--- src/rtl/fib_datapath_pkg.sv ---
// ---------------------------------------------------------------------------
// fib_datapath_pkg
// Shared encodings for the Fibonacci sequencer and its datapath. These are
// the opcodesLOL.v ALU opcodes, the write-back buffer control codes and the
// flag bit positions.
// Contents:
//   OP_*        8-bit ALU operation codes
//   bufCtrl_e   write-back bus source select (4 bits)
//   FLAG_*      bit positions inside the 5-bit {C,L,F,Z,N} flags word
//   isLegalBuf  helper: is a buffCtrl value one of the defined sources
// ---------------------------------------------------------------------------
package fib_datapath_pkg;

    // ALU operation codes
    localparam logic [7:0] OP_NOP = 8'h00;
    localparam logic [7:0] OP_ADD = 8'h01;
    localparam logic [7:0] OP_SUB = 8'h02;
    localparam logic [7:0] OP_AND = 8'h03;
    localparam logic [7:0] OP_OR  = 8'h04;
    localparam logic [7:0] OP_XOR = 8'h05;
    localparam logic [7:0] OP_CMP = 8'h06;

    // Write-back bus sources
    typedef enum logic [3:0] {
        BUF_ZERO = 4'b0000,
        BUF_IMM  = 4'b0001,
        BUF_ALU  = 4'b1110
    } bufCtrl_e;

    // Flag bit positions within {C,L,F,Z,N}
    localparam int FLAG_N = 0;
    localparam int FLAG_Z = 1;
    localparam int FLAG_F = 2;
    localparam int FLAG_L = 3;
    localparam int FLAG_C = 4;
    localparam int NFLAGS = 5;

    function automatic logic isLegalBuf(input logic [3:0] ctrl);
        return (ctrl == BUF_ZERO) || (ctrl == BUF_IMM) || (ctrl == BUF_ALU);
    endfunction

endpackage

--- src/rtl/fib_datapath_alu.sv ---
// ---------------------------------------------------------------------------
// fib_alu
// Purely combinational ALU for the Fibonacci datapath.
// Ports:
//   a, b     in   WIDTH  operands
//   op       in   8      operation code (OP_* from fib_datapath_pkg)
//   result   out  WIDTH  operation result (NOP passes a through)
//   c        out  1      carry-out for ADD, borrow for SUB, else 0
//   l        out  1      a < b, unsigned
//   f        out  1      signed overflow for ADD/SUB, else 0
//   z        out  1      result == 0 (CMP: a == b)
//   n        out  1      result MSB (CMP: a < b signed)
//   opValid  out  1      op is one of the supported codes
// ---------------------------------------------------------------------------
module fib_alu
    import fib_datapath_pkg::*;
#(
    parameter int WIDTH = 16
) (
    input  logic [WIDTH-1:0] a,
    input  logic [WIDTH-1:0] b,
    input  logic [7:0]       op,
    output logic [WIDTH-1:0] result,
    output logic             c,
    output logic             l,
    output logic             f,
    output logic             z,
    output logic             n,
    output logic             opValid
);

    logic [WIDTH:0] sum;
    logic [WIDTH:0] diff;

    // Both the sum and difference are formed one bit wider so the extra MSB
    // carries the carry-out (ADD) or the borrow (SUB) directly.
    always_comb begin
        sum     = {1'b0, a} + {1'b0, b};
        diff    = {1'b0, a} - {1'b0, b};
        result  = '0;
        c       = 1'b0;
        f       = 1'b0;
        l       = (a < b);
        opValid = 1'b1;

        case (op)
            OP_NOP: result = a;
            OP_ADD: begin
                result = sum[WIDTH-1:0];
                c      = sum[WIDTH];
                f      = (a[WIDTH-1] == b[WIDTH-1]) && (result[WIDTH-1] != a[WIDTH-1]);
            end
            OP_SUB: begin
                result = diff[WIDTH-1:0];
                c      = diff[WIDTH];
                f      = (a[WIDTH-1] != b[WIDTH-1]) && (result[WIDTH-1] != a[WIDTH-1]);
            end
            OP_AND: result = a & b;
            OP_OR:  result = a | b;
            OP_XOR: result = a ^ b;
            OP_CMP: result = diff[WIDTH-1:0];
            default: opValid = 1'b0;
        endcase

        // Compare reports equality and signed ordering instead of result flags
        z = (result == '0);
        n = result[WIDTH-1];
        if (op == OP_CMP) begin
            z = (a == b);
            n = ($signed(a) < $signed(b));
        end
    end

endmodule

--- src/rtl/fib_datapath.sv ---
// ---------------------------------------------------------------------------
// fib_datapath
// Executes the per-cycle control words from the Fibonacci sequencer: register
// file, ALU, write-back bus mux, flags register and committed-write reporting.
// Ports:
//   clk         in   1          rising-edge clock
//   reset       in   1          asynchronous reset, active low
//   initialR    in   WIDTH      immediate for the write-back bus
//   regWrite    in   4          destination register select
//   regRead1    in   4          ALU operand A select
//   regRead2    in   4          ALU operand B select
//   ALUOp       in   8          ALU operation code
//   buffCtrl    in   4          write-back bus source
//   regWriteEn  in   1          commit the bus to regWrite at the next edge
//   dbgAddr     in   4          debug read select
//   dbgData     out  WIDTH      regfile[dbgAddr], combinational
//   wbValid     out  1          a write committed at the previous edge
//   wbAddr      out  4          destination of the last committed write
//   wbData      out  WIDTH      value of the last committed write
//   flags       out  5          {C,L,F,Z,N}
//   illegal     out  1          sticky: bad buffCtrl/ALUOp seen while enabled
//   writeCount  out  CNT_WIDTH  committed writes since reset, saturating
// ---------------------------------------------------------------------------
module fib_datapath
    import fib_datapath_pkg::*;
#(
    parameter int WIDTH     = 16,
    parameter int NREGS     = 16,
    parameter int CNT_WIDTH = 8,
    localparam int SEL_W    = $clog2(NREGS)
) (
    input  logic                 clk,
    input  logic                 reset,
    input  logic [WIDTH-1:0]     initialR,
    input  logic [SEL_W-1:0]     regWrite,
    input  logic [SEL_W-1:0]     regRead1,
    input  logic [SEL_W-1:0]     regRead2,
    input  logic [7:0]           ALUOp,
    input  logic [3:0]           buffCtrl,
    input  logic                 regWriteEn,
    input  logic [SEL_W-1:0]     dbgAddr,
    output logic [WIDTH-1:0]     dbgData,
    output logic                 wbValid,
    output logic [SEL_W-1:0]     wbAddr,
    output logic [WIDTH-1:0]     wbData,
    output logic [NFLAGS-1:0]    flags,
    output logic                 illegal,
    output logic [CNT_WIDTH-1:0] writeCount
);

    logic [WIDTH-1:0]  regs [NREGS];

    logic [WIDTH-1:0]  aluResult;
    logic              aluC, aluL, aluF, aluZ, aluN, aluOpValid;

    logic [WIDTH-1:0]  bus;
    logic              srcLegal;
    logic              srcAlu;
    logic              isCmp;
    logic              commit;
    logic              flagsLoad;
    logic              illegalNow;
    logic [NFLAGS-1:0] flagsNext;

    // Reads are asynchronous with no bypass; the sequencer registers its
    // control words, so a dependent read one cycle later sees the new value.
    assign dbgData = regs[dbgAddr];

    fib_alu #(.WIDTH(WIDTH)) u_alu (
        .a       (regs[regRead1]),
        .b       (regs[regRead2]),
        .op      (ALUOp),
        .result  (aluResult),
        .c       (aluC),
        .l       (aluL),
        .f       (aluF),
        .z       (aluZ),
        .n       (aluN),
        .opValid (aluOpValid)
    );

    // Bus source selection and the commit/flag/illegal decisions for this
    // cycle. CMP drives the flags but never writes a register; an undefined
    // source or opcode suppresses the write and raises illegal.
    always_comb begin
        bus      = '0;
        srcLegal = 1'b1;
        srcAlu   = 1'b0;
        case (buffCtrl)
            BUF_IMM:  bus = initialR;
            BUF_ALU: begin
                bus    = aluResult;
                srcAlu = 1'b1;
            end
            BUF_ZERO: bus = '0;
            default:  srcLegal = 1'b0;
        endcase

        isCmp      = (ALUOp == OP_CMP);
        commit     = regWriteEn && srcLegal && (!srcAlu || (aluOpValid && !isCmp));
        flagsLoad  = regWriteEn && srcAlu && aluOpValid;
        illegalNow = regWriteEn && (!srcLegal || (srcAlu && !aluOpValid));

        // CMP leaves carry and overflow as they were
        flagsNext          = '0;
        flagsNext[FLAG_C]  = isCmp ? flags[FLAG_C] : aluC;
        flagsNext[FLAG_L]  = aluL;
        flagsNext[FLAG_F]  = isCmp ? flags[FLAG_F] : aluF;
        flagsNext[FLAG_Z]  = aluZ;
        flagsNext[FLAG_N]  = aluN;
    end

    // Register file: every register, R0 included, is ordinary storage.
    always_ff @(posedge clk or negedge reset) begin
        if (!reset) begin
            for (int i = 0; i < NREGS; i++) begin
                regs[i] <= '0;
            end
        end else if (commit) begin
            regs[regWrite] <= bus;
        end
    end

    // Commit reporting: wbValid pulses for one cycle after each write while
    // wbAddr/wbData keep the most recent committed write on display.
    always_ff @(posedge clk or negedge reset) begin
        if (!reset) begin
            wbValid <= 1'b0;
            wbAddr  <= '0;
            wbData  <= '0;
        end else begin
            wbValid <= commit;
            if (commit) begin
                wbAddr <= regWrite;
                wbData <= bus;
            end
        end
    end

    // Flags follow ALU activity only; immediate and zero writes leave them.
    always_ff @(posedge clk or negedge reset) begin
        if (!reset) begin
            flags <= '0;
        end else if (flagsLoad) begin
            flags <= flagsNext;
        end
    end

    // Sticky illegal indicator and the saturating committed-write counter.
    always_ff @(posedge clk or negedge reset) begin
        if (!reset) begin
            illegal    <= 1'b0;
            writeCount <= '0;
        end else begin
            if (illegalNow) begin
                illegal <= 1'b1;
            end
            if (commit && (writeCount != '1)) begin
                writeCount <= writeCount + 1'b1;
            end
        end
    end

endmodule
--- config.mk ---
export PLATFORM = sky130hd
export DESIGN_NAME = fib_datapath
export DESIGN_NICKNAME = d
export VERILOG_FILES = /design/src/rtl/fib_datapath_pkg.sv /design/src/rtl/fib_datapath_alu.sv /design/src/rtl/fib_datapath.sv
export SDC_FILE = /design/constraint.sdc
export NUM_CORES = 1
export LEC_CHECK = 0
export ABC_CLOCK_PERIOD_IN_PS = 6000
export BUFFER_PORTS_ARGS = -buffer_cell sky130_fd_sc_hd__buf_2
export CAP_MARGIN = 0
export CORE_MARGIN = 4
export CORE_UTILIZATION = 60
export CTS_CLUSTER_DIAMETER = 60
export DETAILED_ROUTE_END_ITERATION = 8
export PLACE_DENSITY = 0.77
export SLEW_MARGIN = 20
export SYNTH_ARGS = -nofsm -noshare
export SYNTH_HDL_FRONTEND = slang
export SYNTH_SLANG_ARGS = --single-unit
--- constraint.sdc ---
create_clock -name clk -period 6 [get_ports clk]
set_input_delay 0.9 -clock clk [delete_from_list [all_inputs] [get_ports clk]]
set_output_delay 0.9 -clock clk [all_outputs]
set_load 0.05 [all_outputs]
* Yosys cells after proc, flatten, opt, wreduce, memory -nomap -nowiden
Index checks and enable logic that the tools add are counted.
Storage, ports and cells: flip-flop bits (word level) 291, bits of input ports 47, output and inout bits 51, word-level logic and storage cells 100
Operators by class: $add $sub $neg 3, order comparisons 7, equality and inequality tests 14, mux-type cells 21, bitwise operators 8, reduce and logical (&&, ||, !) cells 24
Operators with widths (number):
- $bwmux W256 | 1
- $bmux W16 S4 | 3
- $mux W16 | 7
- $pmux W16 S6 | 1
- $demux W16 S4 | 1
- $lt A16 B16 Y1 | 2
- $pmux W16 S2 | 1
- $eq A8 B3 Y1 const B | 3
- $ge A5 B5 Y1 const B | 4
- $not A4 Y5 | 4
- $add A16 B16 Y17 | 1
- $sub A16 B16 Y17 | 1
- $and A16 B16 Y16 | 1
- $eq A16 B16 Y1 | 1
- $eq A8 B2 Y1 const B | 2
- $logic_not A16 Y1 | 1
- $or A16 B16 Y16 | 1
- $xor A16 B16 Y16 | 1
- $logic_and A1 B1 Y1 | 11
- $add A8 B1 Y8 const B | 1
- $eq A8 B1 Y1 const B | 1
- $logic_not A8 Y1 | 1
- $ne A8 B8 Y1 const B | 1
- $reduce_or A7 Y1 | 1
- 14 further kinds | 25

* Logic depth before layout (Yosys ltp)
Gate-level depths: netlist (run 1).
depth after elaboration 8, mapped depth 21, depth with buffers taken out 17

* By module
A second synthesis (run 1) with hierarchy kept.
Second synthesis, totals: cell total of the unflattened synthesis 1503, area, all modules 20364.5 um2
Modules (own cells, without submodules):
- fib_datapath | times used 1, cells each 1036, area each 17281.6 um2, seq. area each 7282.0 um2
- fib_alu | times used 1, cells each 467, area each 3083.0 um2, seq. area each 0.0 um2

* Least setup slack after synthesis (run 1)
Ideal clock, no wire load.
path kind in2reg, start in regRead2[0], end reg regs[106] (netlist bit), library setup time 0.137 ns, arrival 5.839 ns, required time 5.863 ns, setup slack 0.024 ns, cell stages on the path 16, buffers on the path 3, cell sequence clkbuf_1 buf_1 mux4_2 mux4_2 ha_1 fa_1 a21oi_1 o21bai_1 a211oi_1 o22ai_1 a221oi_1 a21oi_1 or4b_2 a22oi_1 clkbuf_1 a21oi_1
On the way: longest elaborated chain between the ends 8, elaborated cells on any way between the ends 12, classes of those cells add/sub: 2; mux: 6; bitwise: 4
Ends and longest elaborated chain:
- start, declared | RTL line fib_datapath.sv:37 | input logic [SEL_W-1:0] regRead2,
- $not A4 Y5 (not written as such) (*) | RTL line fib_datapath.sv:71 | .b (regs[regRead2]),
- $bmux W16 S4 (*) | RTL line fib_datapath.sv:71
- $mux W16 (not written as such) (*) (2 in a row) | RTL line fib_datapath.sv:71
- $sub A16 B16 Y17, or another cell as far along | RTL line fib_datapath_alu.sv:39 | diff = {1'b0, a} - {1'b0, b};
- $pmux W16 S6 (*) | RTL line fib_datapath_alu.sv:46 | case (op)
- $pmux W16 S2 (*) | RTL line fib_datapath.sv:89 | case (buffCtrl)
- $bwmux W256 (*) | RTL line fib_datapath.sv:120 | regs[regWrite] <= bus;
- end signal, assigned by index | RTL line fib_datapath.sv:120
- end, declared | RTL line fib_datapath.sv:51 | logic [WIDTH-1:0] regs [NREGS];
Mark *: on every way between the ends. The rest lies on a longest branch, timed or not. The select of a mux whose other input is x is not followed. A chain may end at the register's enable or synchronous reset.

* Worst setup path in the final report (run 1)
start in regRead2[1], end reg regs[31] (netlist bit)
Same word-level chain as after synthesis.

==> results.json, run 1 <==
{
  "status": "completed",
  "cts-resized-gates": 0,
  "drc_errors": 0,
  "maxSlewHeadroom_pct": 15.6,
  "grt_pass1_vias": 16532,
  "pwr_density_cell_nw_per_um2": 304,
  "nFillCells": 2349,
  "slowest_delay_ns": 0.49,
  "period_needed_ns": 5.28,
  "cts_tree": "built",
  "rr_startpoint": "regs[144]",
  "cts.path.max_buffers": 3,
  "hpwl_mm": 42.5,
  "fin_setup_tns_ns": 0,
  "crit_type": "in -> reg",
  "critPathArrivalTime_ns": 5.76,
  "clkTransAtPathRegs_ns": 0.06,
  "row_count": 65,
  "fin_cells": 2264,
  "worstPathCellList": "buf_2 -> buf_4 -> mux4_2 -> mux4_2 -> inv_1 -> ha_1 -> buf_4 -> o21ai_0 -> o21ai_0 -> a21oi_1 -> o21ai_0 -> a21o_1 -> a21oi_1 -> nand2_1 -> a211oi_1 -> a211oi_2 -> buf_4 -> a21oi_1",
  "start_util_pct": 60.8,
  "die_x_um": 187,
  "die_y_um": 187,
  "syn_nets": 1894,
  "routed_wirelength_mm": 63.5,
  "seq_area_frac_synth_pct": 38.1,
  "cp_slowest_cell": "mux4_2",
  "synthTopCellsByArea": "dfrtp_1, mux4_2, a21oi_1, nor2_1, ha_1",
  "hold_buffers": 0,
  "drt_iter0_drc": 2595,
  "die_area_sq_um": 34800,
  "hold_path_class": "in -> async",
  "worstPathRequired_ns": 6.48,
  "reg2reg_depth": 16,
  "hold_violations": 0,
  "cts_made_buffers": 31,
  "vias": 16499,
  "critPathMaxFanout": 21,
  "fin_skew_ns": 0.0182,
  "synth.distinct_cells": 69,
  "ant_nets": 0,
  "grt_max_degree": 162,
  "cts_sinks": 291,
  "yosysTopAreaCellShare_pct": 38.1,
  "synth_area_sq_um": 19100,
  "vdd_drop_max_mv": 0.284,
  "setup_viol": 0,
  "yosys.area.top_type": "dfrtp_1",
  "r2r_slack_ns": 1.13,
  "post-cts-setup-buffers": 0,
  "p_leak_nw": 9.18,
  "io_pins": 98,
  "syn2layout_area_growth_pct": 11.0,
  "htreeDepth": 1,
  "root_buffer": "clkbuf_16",
  "core_sq_um": 31500,
  "r2r_end": "flags[1]",
  "rsz0062_at_grt": "no",
  "async_flop_share_pct": 100,
  "yosys_warnings": 0,
  "grt_pass1_wl_mm": 97.8,
  "antenna_found_initial": 2,
  "fin_nets": 1936,
  "synthFlopType": "dfrtp_1",
  "drive_above_1_share_pct": 25.8,
  "gp_congestion": 1.02,
  "ys_seq_elements": 291,
  "fin_crit_sh_pct": 88.0,
  "grt_overflow": 0,
  "syn_area_per_cell_sq_um": 10.7,
  "clk_latency_ns": 0.57,
  "port_buffers": 97,
  "critical_path.startpoint_type": "input port",
  "tightest_slew_ns": 1.26,
  "synth_enable_flop_cells": 0,
  "endpoint_kind": "flip-flop",
  "dp.cells": 2206,
  "setup_ws_ns": 0.723,
  "dr.pass1.iters": 6,
  "fmax_ghz": 0.189,
  "vias_per_cell": 7.29,
  "cap_violations": 0,
  "netlist_instances": 1795,
  "place_ws_ns": 0.322,
  "fin_util_pct": 67.4,
  "wl_per_cell_um": 28.1,
  "drv_slew": 0,
  "grtUsageTotal_pct": 36.2
}
placed cells by master, fill, tap and decap left out, types with 18 or more instances in the layout:
master / n
inv_1: 53
clkbuf_16: 31
nand2_1: 81
a21oi_1: 305
buf_4: 64
dfrtp_1: 291
o21ai_0: 54
ha_1: 50
nor2_1: 297
buf_2: 93
mux2i_1: 18
mux4_2: 224
logic make-up after synthesis:
kind of cell               after synthesis  synth area share, %
AOI/OAI and AO/OA                      480                 14.4
xor gates and xnor gates                11                0.504
adders and majority gates               52                 3.48
buffers and inverters                  207                 4.16
DFF                                    291                 38.1
muxes                                  256                 28.1
and+or+nand+nor                        498                 11.3
area by class of cell:
class	instances	area [sq um]	area share, %
diodes	3	7.51	0.0354
repair buffers	163	1050	4.96
clock inverters	12	189	0.890
clock buffers	43	841	3.96
multi-input cells	1297	11100	52.5
inverters	53	199	0.938
flip-flops and latches	291	7280	34.3
well taps	402	503	2.37
report_power, final:
group	total [mW]	internal (mW)	switching [mW]
combinational	1.96	0.858	1.10
clock	1.97	1.19	0.785
sequential	2.51	2.22	0.287
total	6.44	4.27	2.18
routing by layer:
| layer | vias to the layer above | global-route usage, % | routed length, um | part of all wire [%] |
|---|---|---|---|---|
| met2 | 1292 | 55.6 | 28800 | 45 |
| met3 | 255 | 9.37 | 8550 | 13 |
| met5 | - | 0 | 25 | 0.039 |
| met4 | 4 | 13.8 | 3030 | 4.8 |
| li1 | 6802 | - | - | - |
| met1 | 8146 | 50.7 | 23100 | 36 |
per-stage QoR:
| step | power, mW | hold slack [ns] | area [sq um] |
|---|---|---|---|
| final | 6.44 | 0.358 | 21200 |
| after global placement | 4.36 | 0.436 | 20200 |
| after floorplan | 3.86 | 0.523 | 19100 |
| after detailed placement | 4.44 | 0.463 | 20200 |
| after CTS | 6.41 | 0.438 | 21200 |
| after global routing | 6.71 | 0.428 | 21200 |
state kept, by name (all words and copies together) (netlist names):
signal / flops
regs: 256
wbData: 16
writeCount: 8
wbValid: 1
illegal: 1
flags: 5
wbAddr: 4
how the worst max path moves through the flow:
stage,startpoint,endpoint,slack [ns],depth (start not counted)
final,regRead2[1],regs[31],0.72,18
after global routing,regRead1[2],wbData[15],0.57,19
after CTS,regRead2[1],flags[1],0.90,16
after detailed placement,regRead2[1],flags[1],0.32,16
after global placement,regRead2[0],wbData[15],0.40,18
after floorplan,regRead2[0],regs[106],0.02,16
critical path, delay by kind of cell:
kind                       cells  cell delay [ns]
AOI/OAI and AO/OA              9             2.28
buffers and inverters          5             1.33
muxes                          2             0.85
adders and majority gates      1             0.26
and+or+nand+nor                1             0.10
cell usage after synthesis, types with 12 or more instances:
| library cell | count |
|---|---|
| o21ai_0 | 54 |
| nand3_1 | 15 |
| ha_1 | 50 |
| a21o_1 | 12 |
| nor2_1 | 309 |
| clkbuf_1 | 122 |
| a22oi_1 | 16 |
| dfrtp_1 | 291 |
| mux4_2 | 224 |
| mux2i_1 | 18 |
| nand2_1 | 81 |
| a21oi_1 | 305 |
| a211oi_1 | 14 |
| nor4_1 | 13 |
| mux2_2 | 14 |
| inv_1 | 53 |
| nor3_1 | 22 |
| buf_1 | 22 |
(Power assumes the default switching activity.)
==> inputs of run 2 (changes only) <==
--- a/config.mk
+++ b/config.mk
@@ -5,7 +5,7 @@
 export SDC_FILE = /design/constraint.sdc
 export NUM_CORES = 1
 export LEC_CHECK = 0
-export ABC_CLOCK_PERIOD_IN_PS = 6000
+export ABC_CLOCK_PERIOD_IN_PS = 5500
 export BUFFER_PORTS_ARGS = -buffer_cell sky130_fd_sc_hd__buf_2
 export CAP_MARGIN = 0
 export CORE_MARGIN = 4
==> constraint.sdc (replaced) <==
create_clock -name clk -period 5.5 [get_ports clk]
set_input_delay 0.825 -clock clk [delete_from_list [all_inputs] [get_ports clk]]
set_output_delay 0.825 -clock clk [all_outputs]
set_load 0.05 [all_outputs]
==> results.json, run 2 (synthesized netlist as in run 1, its figures left out) <==
{
  "fin_crit_sh_pct": 95.2,
  "dr.pass1.iters": 5,
  "dp.cells": 2259,
  "cap_violations": 0,
  "post-cts-setup-buffers": 0,
  "critPathMaxFanout": 16,
  "largest_reg_flops": 256,
  "drc_errors": 0,
  "clkTransAtPathRegs_ns": 0.06,
  "p_leak_nw": 9.52,
  "wl_per_cell_um": 27.6,
  "vias_per_cell": 7.14,
  "antenna_found_initial": 1,
  "syn2layout_area_growth_pct": 14.0,
  "fin_skew_ns": 0.0140,
  "fmax_ghz": 0.191,
  "dpl_cell_area_sq_um": 20700,
  "antenna_cells": 0,
  "crit_type": "in -> reg",
  "grt_pass1_vias": 16795,
  "layout_common_cells": "a21oi_1, nor2_1, dfrtp_1",
  "critical_path.startpoint_type": "input port",
  "fin_cells": 2315,
  "drt_iter0_drc": 2350,
  "r2r_slack_ns": 0.65,
  "endpoint_kind": "flip-flop",
  "hold_path_class": "in -> async",
  "vias": 16520,
  "die_area_sq_um": 34800,
  "cts.path.max_buffers": 3,
  "io_pins": 98,
  "core_sq_um": 31500,
  "routed_wirelength_mm": 63.8,
  "regMostFlops": "regs",
  "grt_max_degree": 134,
  "hold_buffers": 0,
  "cts-resized-gates": 0,
  "drv_slew": 0,
  "maxSlewHeadroom_pct": 20.0,
  "holdWs_ns": 0.188,
  "die_x_um": 187,
  "design_area_sq_um": 21800,
  "start_util_pct": 60.8,
  "hpwl_mm": 43.9,
  "grt_overflow": 0,
  "fin_setup_tns_ns": 0,
  "worstPathRequired_ns": 5.91,
  "row_count": 65,
  "slowest_delay_ns": 0.57,
  "fin_nets": 1990,
  "drive_above_1_share_pct": 28.2,
  "clk_latency_ns": 0.57,
  "htreeDepth": 1,
  "cp_slowest_cell": "a211oi_1",
  "grt_pass1_wl_mm": 98.9,
  "tightest_slew_ns": 1.20,
  "nFillCells": 2300,
  "cts_made_buffers": 31,
  "vdd_drop_max_mv": 0.303,
  "grtUsageTotal_pct": 36.6,
  "worstPathCellList": "buf_4 -> buf_4 -> buf_4 -> mux4_2 -> a211oi_1 -> a21o_1 -> inv_1 -> ha_1 -> or4_1 -> o22ai_1 -> nand2b_1 -> a21oi_1 -> a211oi_1 -> a211oi_1 -> a211oi_2 -> buf_12 -> a21oi_1",
  "root_buffer": "clkbuf_16",
  "status": "completed",
  "layout_commonest_cell": "a21oi_1",
  "pwr_density_cell_nw_per_um2": 328,
  "port_buffers": 97,
  "cts_tree": "built",
  "period_needed_ns": 5.24,
  "hold_violations": 0,
  "setup_viol": 0,
  "rsz0062_at_grt": "no",
  "critPathArrivalTime_ns": 5.64,
  "ant_nets": 0,
  "gp_congestion": 0.998,
  "cts_sinks": 291,
  "die_y_um": 187,
  "reg_top3": "regs (256), wbData (16), writeCount (8)"
}
run 2: cell count changes in the layout (fill, tap and decap cells not counted), moves of 2 or more:
cell / delta
clkbuf_8: +5
clkbuf_1: -6
buf_4: +43
bufinv_16: -2
diode_2: -3
inv_8: +2
buf_12: +11
run 2: layout make-up:
cell class | instances | area (sq um) | share of cell area, %
clock buffer | 42 | 887 | 4.07
clock inverter | 13 | 163 | 0.746
inverter | 53 | 199 | 0.913
multi-input combinational | 1297 | 11200 | 51.2
sequential | 291 | 7280 | 33.4
tap | 402 | 503 | 2.31
timing repair buffer | 217 | 1610 | 7.39
run 2: per-stage QoR:
step	total power [mW]	utilization, %	worst slack (ns)
after floorplan	4.21	-	0.000524
after global placement	4.88	65.8	-0.00903
after detailed placement	4.96	65.8	-0.0595
after CTS	7.10	69.2	0.521
after global routing	7.46	69.3	0.0448
final	7.15	69.3	0.265
run 2: routing by layer:
metal / part of all wire (%) / up-vias / global-route usage, %
met1: 36 / 8170 / 49.9
li1: - / 6906 / -
met2: 46 / 1200 / 55.9
met4: 5.1 / 2 / 16.0
met5: 0.011 / - / 0
met3: 13 / 242 / 10.7
run 2: worst paths after layout:
check	cells after the start	to	from
worst max-delay path	17	regs[47]	regRead1[1]
worst min-delay path	1	regs[149]	reset
worst max register to register	15	regs[47]	regs[148]
worst min register to register	2	wbAddr[3]	wbAddr[3]
max in group asynchronous	2	regs[77]	reset
min in group clk	2	wbAddr[3]	wbAddr[3]
run 2: power by group:
| part | total, mW | switching, mW | leakage [nW] | internal [mW] |
|---|---|---|---|---|
| registers | 2.73 | 0.305 | 3.87 | 2.42 |
| clock network | 2.15 | 0.885 | 0.520 | 1.27 |
| logic | 2.26 | 1.24 | 5.13 | 1.02 |
| total | 7.15 | 2.43 | 9.52 | 4.71 |
run 2: critical path: cells and delay by family:
kind | cells | cell delay, ns
simple gates | 2 | 0.74
compound gates | 8 | 2.45
buf+inv | 5 | 0.88
fa+ha+maj | 1 | 0.20
mux | 1 | 0.53
